## src/rtl/hmmm_pkg.sv

```systemverilog
// Shared definitions for the multi-cycle HMMM core: opcodes, FSM states,
// instruction field positions and the imm8 sign-extension helper.
package hmmm_pkg;

  typedef enum logic [3:0] {
    OP_HALT   = 4'h0,
    OP_SETN   = 4'h1,
    OP_LOADN  = 4'h2,
    OP_STOREN = 4'h3,
    OP_ADD    = 4'h4,
    OP_SUB    = 4'h5,
    OP_NEG    = 4'h6,
    OP_ADDN   = 4'h7,
    OP_JUMPN  = 4'h8,
    OP_JUMPR  = 4'h9,
    OP_JEQZN  = 4'hA,
    OP_JNEZN  = 4'hB,
    OP_JGTZN  = 4'hC,
    OP_JLTZN  = 4'hD,
    OP_CALLN  = 4'hE,
    OP_LOADR  = 4'hF
  } opcode_t;

  typedef enum logic [1:0] {
    S_FETCH = 2'd0,
    S_EXEC  = 2'd1,
    S_MEM   = 2'd2,
    S_HALT  = 2'd3
  } state_t;

  localparam int OP_HI  = 15;
  localparam int OP_LO  = 12;
  localparam int RX_LO  = 8;
  localparam int RY_LO  = 4;
  localparam int RZ_LO  = 0;
  localparam int IMM_HI = 7;
  localparam int IMM_LO = 0;

  // Result is masked to data_w bits; callers size-cast it to their width.
  function automatic logic [63:0] sext8(input logic [7:0] imm, input int data_w);
    logic [63:0] ext;
    logic [63:0] mask;
    ext  = {{56{imm[7]}}, imm};
    mask = (data_w >= 64) ? '1 : ((64'd1 << data_w) - 64'd1);
    return ext & mask;
  endfunction

endpackage

```

## src/rtl/hmmm_regfile.sv

```systemverilog
// Register file for the HMMM core: two read ports, one write port, r0 reads
// as zero and ignores writes; synchronous clear on reset.
module hmmm_regfile #(
  parameter int DATA_W = 8,
  parameter int NREGS  = 16,
  localparam int RA_W  = $clog2(NREGS)
) (
  input  logic              ph1,
  input  logic              reset,
  input  logic [RA_W-1:0]   ra_adr,
  input  logic [RA_W-1:0]   rb_adr,
  output logic [DATA_W-1:0] ra_data,
  output logic [DATA_W-1:0] rb_data,
  input  logic              we,
  input  logic [RA_W-1:0]   w_adr,
  input  logic [DATA_W-1:0] w_data
);

  logic [DATA_W-1:0] regs [NREGS];

  always_ff @(posedge ph1) begin
    if (reset) begin
      for (int i = 0; i < NREGS; i++) regs[i] <= '0;
    end else if (we && (w_adr != '0)) begin
      regs[w_adr] <= w_data;
    end
  end

  assign ra_data = (ra_adr == '0) ? '0 : regs[ra_adr];
  assign rb_data = (rb_adr == '0) ? '0 : regs[rb_adr];

endmodule

```

## src/rtl/hmmm_core_mc.sv

```systemverilog
// Multi-cycle HMMM core: FETCH/EXEC/MEM/HALT FSM driving one unified
// instruction/data memory through a req/ready handshake.
module hmmm_core_mc
  import hmmm_pkg::*;
#(
  parameter int DATA_W = 8,
  parameter int ADDR_W = 8,
  parameter int NREGS  = 16
) (
  input  logic              ph1,
  input  logic              reset,
  output logic              mem_req,
  output logic              mem_we,
  output logic [ADDR_W-1:0] mem_adr,
  output logic [DATA_W-1:0] mem_wdata,
  input  logic [15:0]       mem_rdata,
  input  logic              mem_ready,
  output logic [ADDR_W-1:0] pc,
  output logic              halted
);

  localparam int RA_W = $clog2(NREGS);

  state_t            state, state_n;
  logic [15:0]       ir, ir_n;
  logic [ADDR_W-1:0] pc_q, pc_n, adr_q, adr_n, imm_addr, pc_inc;
  logic [DATA_W-1:0] wdata_q, wdata_n, imm_sext, load_val;
  logic [DATA_W-1:0] rd_a, rd_b, rf_wdata;
  logic              rf_we, is_store, a_neg, a_zero;
  opcode_t           op;
  logic [7:0]        imm;
  logic [RA_W-1:0]   rx, ry, rz, ra_sel;

  assign op       = opcode_t'(ir[OP_HI:OP_LO]);
  assign rx       = ir[RX_LO +: RA_W];
  assign ry       = ir[RY_LO +: RA_W];
  assign rz       = ir[RZ_LO +: RA_W];
  assign imm      = ir[IMM_HI:IMM_LO];
  assign imm_sext = DATA_W'(sext8(imm, DATA_W));
  assign load_val = DATA_W'(mem_rdata);
  assign pc_inc   = pc_q + ADDR_W'(1);
  assign is_store = (op == OP_STOREN);
  assign a_neg    = rd_a[DATA_W-1];
  assign a_zero   = (rd_a == '0);
  assign pc       = pc_q;

  always_comb begin
    imm_addr      = '0;
    imm_addr[7:0] = imm;
  end

  // Port A carries rY for the two-source and rY-based ops, otherwise rX.
  always_comb begin
    ra_sel = rx;
    if (op == OP_ADD || op == OP_SUB || op == OP_NEG || op == OP_LOADR) ra_sel = ry;
  end

  hmmm_regfile #(
    .DATA_W(DATA_W),
    .NREGS (NREGS)
  ) u_regfile (
    .ph1    (ph1),
    .reset  (reset),
    .ra_adr (ra_sel),
    .rb_adr (rz),
    .ra_data(rd_a),
    .rb_data(rd_b),
    .we     (rf_we),
    .w_adr  (rx),
    .w_data (rf_wdata)
  );

  always_ff @(posedge ph1) begin
    if (reset) begin
      state   <= S_FETCH;
      pc_q    <= '0;
      ir      <= '0;
      adr_q   <= '0;
      wdata_q <= '0;
    end else begin
      state   <= state_n;
      pc_q    <= pc_n;
      ir      <= ir_n;
      adr_q   <= adr_n;
      wdata_q <= wdata_n;
    end
  end

  always_comb begin
    state_n   = state;
    pc_n      = pc_q;
    ir_n      = ir;
    adr_n     = adr_q;
    wdata_n   = wdata_q;
    rf_we     = 1'b0;
    rf_wdata  = '0;
    mem_req   = 1'b0;
    mem_we    = 1'b0;
    mem_adr   = '0;
    mem_wdata = '0;
    halted    = 1'b0;

    case (state)
      S_FETCH: begin
        mem_req = 1'b1;
        mem_adr = pc_q;
        if (mem_ready) begin
          ir_n    = mem_rdata;
          state_n = S_EXEC;
        end
      end

      S_EXEC: begin
        state_n = S_FETCH;
        pc_n    = pc_inc;
        case (op)
          OP_HALT: begin
            state_n = S_HALT;
            pc_n    = pc_q;
          end
          OP_SETN: begin rf_we = 1'b1; rf_wdata = imm_sext; end
          OP_LOADN: begin
            adr_n   = imm_addr;
            state_n = S_MEM;
            pc_n    = pc_q;
          end
          OP_STOREN: begin
            adr_n   = imm_addr;
            wdata_n = rd_a;
            state_n = S_MEM;
            pc_n    = pc_q;
          end
          OP_ADD:   begin rf_we = 1'b1; rf_wdata = rd_a + rd_b; end
          OP_SUB:   begin rf_we = 1'b1; rf_wdata = rd_a - rd_b; end
          OP_NEG:   begin rf_we = 1'b1; rf_wdata = -rd_a; end
          OP_ADDN:  begin rf_we = 1'b1; rf_wdata = rd_a + imm_sext; end
          OP_JUMPN: pc_n = imm_addr;
          OP_JUMPR: pc_n = ADDR_W'(rd_a);
          OP_JEQZN: if (a_zero) pc_n = imm_addr;
          OP_JNEZN: if (!a_zero) pc_n = imm_addr;
          OP_JGTZN: if (!a_neg && !a_zero) pc_n = imm_addr;
          OP_JLTZN: if (a_neg) pc_n = imm_addr;
          OP_CALLN: begin
            rf_we    = 1'b1;
            rf_wdata = DATA_W'(pc_inc);
            pc_n     = imm_addr;
          end
          OP_LOADR: begin
            adr_n   = ADDR_W'(rd_a);
            state_n = S_MEM;
            pc_n    = pc_q;
          end
          default: ;
        endcase
      end

      S_MEM: begin
        mem_req   = 1'b1;
        mem_adr   = adr_q;
        mem_we    = is_store;
        mem_wdata = is_store ? wdata_q : '0;
        if (mem_ready) begin
          pc_n    = pc_inc;
          state_n = S_FETCH;
          if (!is_store) begin
            rf_we    = 1'b1;
            rf_wdata = load_val;
          end
        end
      end

      S_HALT: halted = 1'b1;

      default: state_n = S_FETCH;
    endcase

    // Reset must silence the bus even mid-transfer.
    if (reset) begin
      mem_req   = 1'b0;
      mem_we    = 1'b0;
      mem_adr   = '0;
      mem_wdata = '0;
      rf_we     = 1'b0;
      halted    = 1'b0;
    end
  end

endmodule

```

## config.mk

```make
export PLATFORM = sky130hd
export DESIGN_NAME = hmmm_core_mc
export DESIGN_NICKNAME = d
export VERILOG_FILES = /design/src/rtl/hmmm_pkg.sv /design/src/rtl/hmmm_regfile.sv /design/src/rtl/hmmm_core_mc.sv
export SDC_FILE = /design/constraint.sdc
export NUM_CORES = 1
export LEC_CHECK = 0
export BUFFER_PORTS_ARGS = -buffer_cell sky130_fd_sc_hd__buf_2
export CORE_MARGIN = 4
export CORE_UTILIZATION = 60
export DETAILED_ROUTE_END_ITERATION = 16
export GPL_TIMING_DRIVEN = 0
export PLACE_DENSITY = 0.77
export SLEW_MARGIN = 20
export SYNTH_ARGS = -nofsm -noshare
export SYNTH_HDL_FRONTEND = slang
export SYNTH_SLANG_ARGS = --single-unit
```

## constraint.sdc

```tcl
create_clock -name ph1 -period 7.2 [get_ports ph1]
set_clock_uncertainty 0.2 [all_clocks]
set_input_delay 1.08 -clock ph1 [delete_from_list [all_inputs] [get_ports ph1]]
set_output_delay 1.08 -clock ph1 [all_outputs]
set_load 0.01 [all_outputs]
```

**Word level (Yosys, flattened, before mapping)**

Memories as Yosys holds them, arrays and structs flattened. A register that Yosys moved wholly into a read port is not among the register bits.
Index checks and enable logic that the tools add are counted.

- Flip-flop bits (word level): 42
- Latch bits: 0
- RAM bits: 128
- ROM bits: 0
- Input port bits: 19
- Output and inout bits: 27
- Word-level logic and storage cells: 105
- Memories: 1

Memories:

| name | words | width | read ports | clocked after Yosys merged registers in | wr ports | line | text |
|---|---|---|---|---|---|---|---|
| u_regfile.regs | 16 | 8 | 2 | 1 | 16 | hmmm_regfile.sv:19 | `logic [DATA_W-1:0] regs [NREGS];` |

- Add/sub/neg operators: 5
- Multiply operators: 0
- Div/mod/pow operators: 0
- $lt $le $gt $ge: 0
- Equality and inequality tests: 21
- Shift operators: 0
- Muxes and demuxes: 45
- Bitwise logic cells: 0
- Reductions and logical operators: 28

Operators with widths:

| operator | number |
|---|---|
| 2-to-1 mux 8 bit | 14 |
| case mux 8 bit (2 select lines) | 4 |
| case mux 8 bit (7 select lines) | 1 |
| case mux 8 bit (6 select lines) | 1 |
| equality test 4 bit, second input constant | 8 |
| adder 8 bit | 2 |
| equality test 4 x 3 -> 1 bit, second input constant | 4 |
| 2-to-1 mux 1 bit | 16 |
| 2-to-1 mux 4 bit | 4 |
| logical NOT 4 bit | 3 |
| adder 8 x 1 -> 8 bit, second input constant | 1 |
| equality test 4 x 2 -> 1 bit, second input constant | 2 |
| logical NOT 8 bit | 1 |
| negator 8 bit | 1 |
| OR reduction 8 bit | 1 |
| subtractor 8 bit | 1 |
| inequality test 2 bit, second input constant | 3 |
| case mux 2 bit (3 select lines) | 1 |
| AND reduction 2 bit | 3 |
| AND reduction 3 bit | 2 |
| OR reduction 2 bit | 3 |
| OR reduction 6 bit | 1 |
| equality test 2 bit, second input constant | 2 |
| equality test 4 x 1 -> 1 bit, second input constant | 1 |
| 13 further kinds | 19 |

**Logic depth before layout (Yosys ltp)**

- Depth after elaboration: 13
- Mapped depth: 25
- Depth with buffers taken out: 20

**Modules after synthesis**

Synthesis repeated with hierarchy kept, for this count alone.

- Cells, all modules: 974
- Area total of the unflattened synthesis: 10,395.0 sq um

Modules (own cells, without submodules):

| module | times used | cells an instance | area each (sq um) | seq. area each (sq um) |
|---|---|---|---|---|
| hmmm_regfile | 1 | 449 | 6,690.2 | 3,603.5 |
| hmmm_core_mc | 1 | 525 | 3,704.8 | 840.8 |

**Worst setup path before layout**

Ideal clock, no wire load.

- Kind: reg-to-reg
- From: reg with a tool-made name
- To: mem u_regfile.regs[11][7] (data pin)
- Setup time: 0.264 ns
- Data arrival time: 4.302 ns
- Setup slack: 2.435 ns
- Stages on the path, launching flop included: 24
- Clock period less this slack: 4.765 ns
- Cells stage by stage: dfxtp_1 > buf_6 > buf_2 > mux4_2 > mux2_2 > mux2i_1 > or2_2 > ha_1 > nor2b_1 > a211oi_1 > a21oi_1 > ha_1 > a21o_1 > a21oi_1 > o21bai_1 > a21oi_1 > o21bai_1 > a21oi_1 > xnor2_1 > xnor2_1 > o31ai_2 > o211ai_2 > buf_6 > nor2_1

RTL lines:

| element | line |
|---|---|
| to (decl) | hmmm_regfile.sv:19 |

==> metrics.yaml <==
outcome:
  status: "finished clean"
setup_path:
  cp.required_ps: 7180
  crit_type: "reg2reg"
  end_kind: "flip-flop"
  crit_path_start_kind: "flip-flop"
  worstPathMaxFanout: 10
  critical_path_arrival_ps: 6200
yosys:
  syn-instance-count: 1147
  synth_warnings: 0
  ys_seq_elements: 174
  synthesis.area_um2: 11400
  async_reset_ff_frac: 0
  ys_types: 103
  yosysTopAreaCellShare: 0.337
  seq_area_frac_synth: 0.418
  synthTopCellsByArea: "edfxtp_1, dfxtp_1, nor2_1, nand2_1, mux4_1"
  synth_flop_cell: "edfxtp_1"
  synth_edf_count: 128
  synth_area_per_cell_um2: 9.94
  synth_top_area_cell: "edfxtp_1"
global_route:
  met2_usage: 0.572
  grtUsageMet3: 0.0897
  grt_pass1_wl_um: 57900
  gr-total-overflow: 0
  antenna_found_initial: 0
  grt_max_degree: 19
  grt_use_total: 0.355
  grt_pass1_vias: 9638
  grt_busiest_layer: "met2"
  met1_usage: 0.456
clocking:
  cts_buffers: 17
  h-tree-depth: 4
  clkTransAtPathRegs_ps: 80
  clockRootBuffer: "clkbuf_16"
  insertion_delay_ps: 450
  cts.sinks: 174
  cts_tree: "done"
  cts_setup_buffers: 0
  clockBufferDepth: 2
  cts_resized: 0
  hold_buffers: 0
floorplanning:
  die_area_um2: 21300
  core_area_um2: 18700
  start_util: 0.610
  die_h_um: 146
  pin_count: 46
  row_count: 50
  die_width_um: 146
routing:
  wire_per_inst_um: 26.1
  routed_wl_um: 38300
  drc: 0
  viasPerCell: 7.01
  ant_nets: 0
  vias: 10300
  drt_iter0_markers: 1424
  dr.pass1.iters: 8
power_and_ir_drop:
  ir_drop_mv: 0.235
  p_leak_nw: 4.52
  p_total_mw: 2.80
  powerDensity_nw_per_um2: 222
sta:
  setup-violations-final: 0
  final_max_slew_viol_count: 0
  rsz0062_at_grt: "false"
  hold_violations: 0
  worst_pin_slew_ps: 1070
  fmax_ghz: 0.161
  tns_ps: 0
  post-route-period-util: 0.864
  slew_headroom: 0.281
  fin_crit_ps: 6220
layout:
  finalNetCount: 1252
  mostFrequentLayoutCell: "nor2_1"
  area_delta_synth_final_pct: 10.3
  final_area_um2: 12600
  drive_above_1_share: 0.161
  mostFrequentLayoutCells: "nor2_1, nand2_1, edfxtp_1"
  antennaDiodeCount: 0
placement:
  portBuffers: 45
  globalplace.congestion: 0.994
  dpl-instance-area_um2: 11900
  dpl.hpwl_um: 28700
run:
  cap_viol_max_count: 0
min_path:
  holdCritPathClass: "reg2reg"
-- power breakdown --
group / leakage (nW) / total, mW / internal (mW) / switching, mW
sequential: 1.69 / 1.15 / 1.11 / 0.0403
clock: 0.312 / 1.02 / 0.566 / 0.452
combinational: 2.51 / 0.628 / 0.231 / 0.396
-- cell families after synthesis --
| logic type | share of synthesized area |
|---|---|
| buffers and inverters | 0.0523 |
| AND/OR/NAND/NOR | 0.198 |
| AO/OA/AOI/OAI | 0.171 |
| adder cells (fa/ha/maj) | 0.0171 |
| multiplexers | 0.130 |
| XOR/XNOR | 0.0138 |
| other | 0.000329 |
| flip-flops | 0.418 |
-- synthesized netlist by cell type (8+ instances only) --
cell type and count:
nand2_1 141, ha_1 14, mux2i_1 42, nor3_1 12
nor2_1 184, mux4_2 18, mux4_1 19, a21oi_1 48
a311oi_1 11, a22oi_1 20, buf_6 13, nand2b_1 8
a32oi_1 11, edfxtp_1 128, buf_2 20, a211oi_1 11
xnor2_1 8, nand4_1 9, inv_1 19, clkbuf_1 31
mux2_2 8, buf_4 10, and2_1 23, dfxtp_1 46
a31oi_1 11, nor2b_1 13, and3_1 21, xor2_1 10
nand3_1 29, o21ai_0 41
-- sequential cells by signal, summed over array words and instances (netlist names), named ones only --
signal          cells
u_regfile.regs    128
wdata_q             8
adr_q               8
ir                 16
state               2
pc                  8
-- critical path: stages, from the launching register on --
cell	delay (ps)
dfxtp_1	420
a21bo_1	220
buf_4	170
nand3_1	320
nand2_2	210
buf_2	300
a2111oi_0	480
o31ai_1	250
and2_1	240
clkbuf_1	210
ha_1	290
fa_1	430
a21oi_1	190
o21bai_1	110
xor2_1	170
a222oi_1	390
o21ai_0	230
a22oi_1	640
buf_2	370
nor2_1	70
-- layout make-up --
cell class	instances	area (um2)
clock buffer	18	429
clock inverter	14	206
timing repair buffer	45	225
buffer	86	522
sequential	174	4760
multi-input combinational	874	6070
tap	234	293
inverter	20	75.1
fill	1515	6120
-- through the flow --
stage | utilization | std cells | setup WS (ps) | hold slack (ps)
after floorplan | - | 1154 | 2430 | 246
after global placement | 0.639 | 1433 | 1320 | 264
after detailed placement | 0.639 | 1433 | 1180 | 277
after CTS | 0.673 | 1465 | 1150 | 294
after global routing | 0.673 | 1465 | 725 | 322
final | 0.673 | 1465 | 980 | 288
-- path summary, 6_finish.rpt --
| kind | depth (start not counted) | from | to | slack, ps |
|---|---|---|---|---|
| max | 19 | ir[15] | u_regfile.regs[8][4] | 980 |
| max reg2reg | 19 | ir[15] | u_regfile.regs[8][4] | 980 |
| min reg2reg | 2 | wdata_q[7] | wdata_q[7] | 290 |
| min | 2 | wdata_q[7] | wdata_q[7] | 290 |
-- layer usage --
layer / share of wire / vias to the layer above
met5: 0 / -
met4: 0.050 / 0
met2: 0.47 / 763
li1: - / 4449
met1: 0.37 / 4895
met3: 0.11 / 167
(Power assumes the default switching activity.)
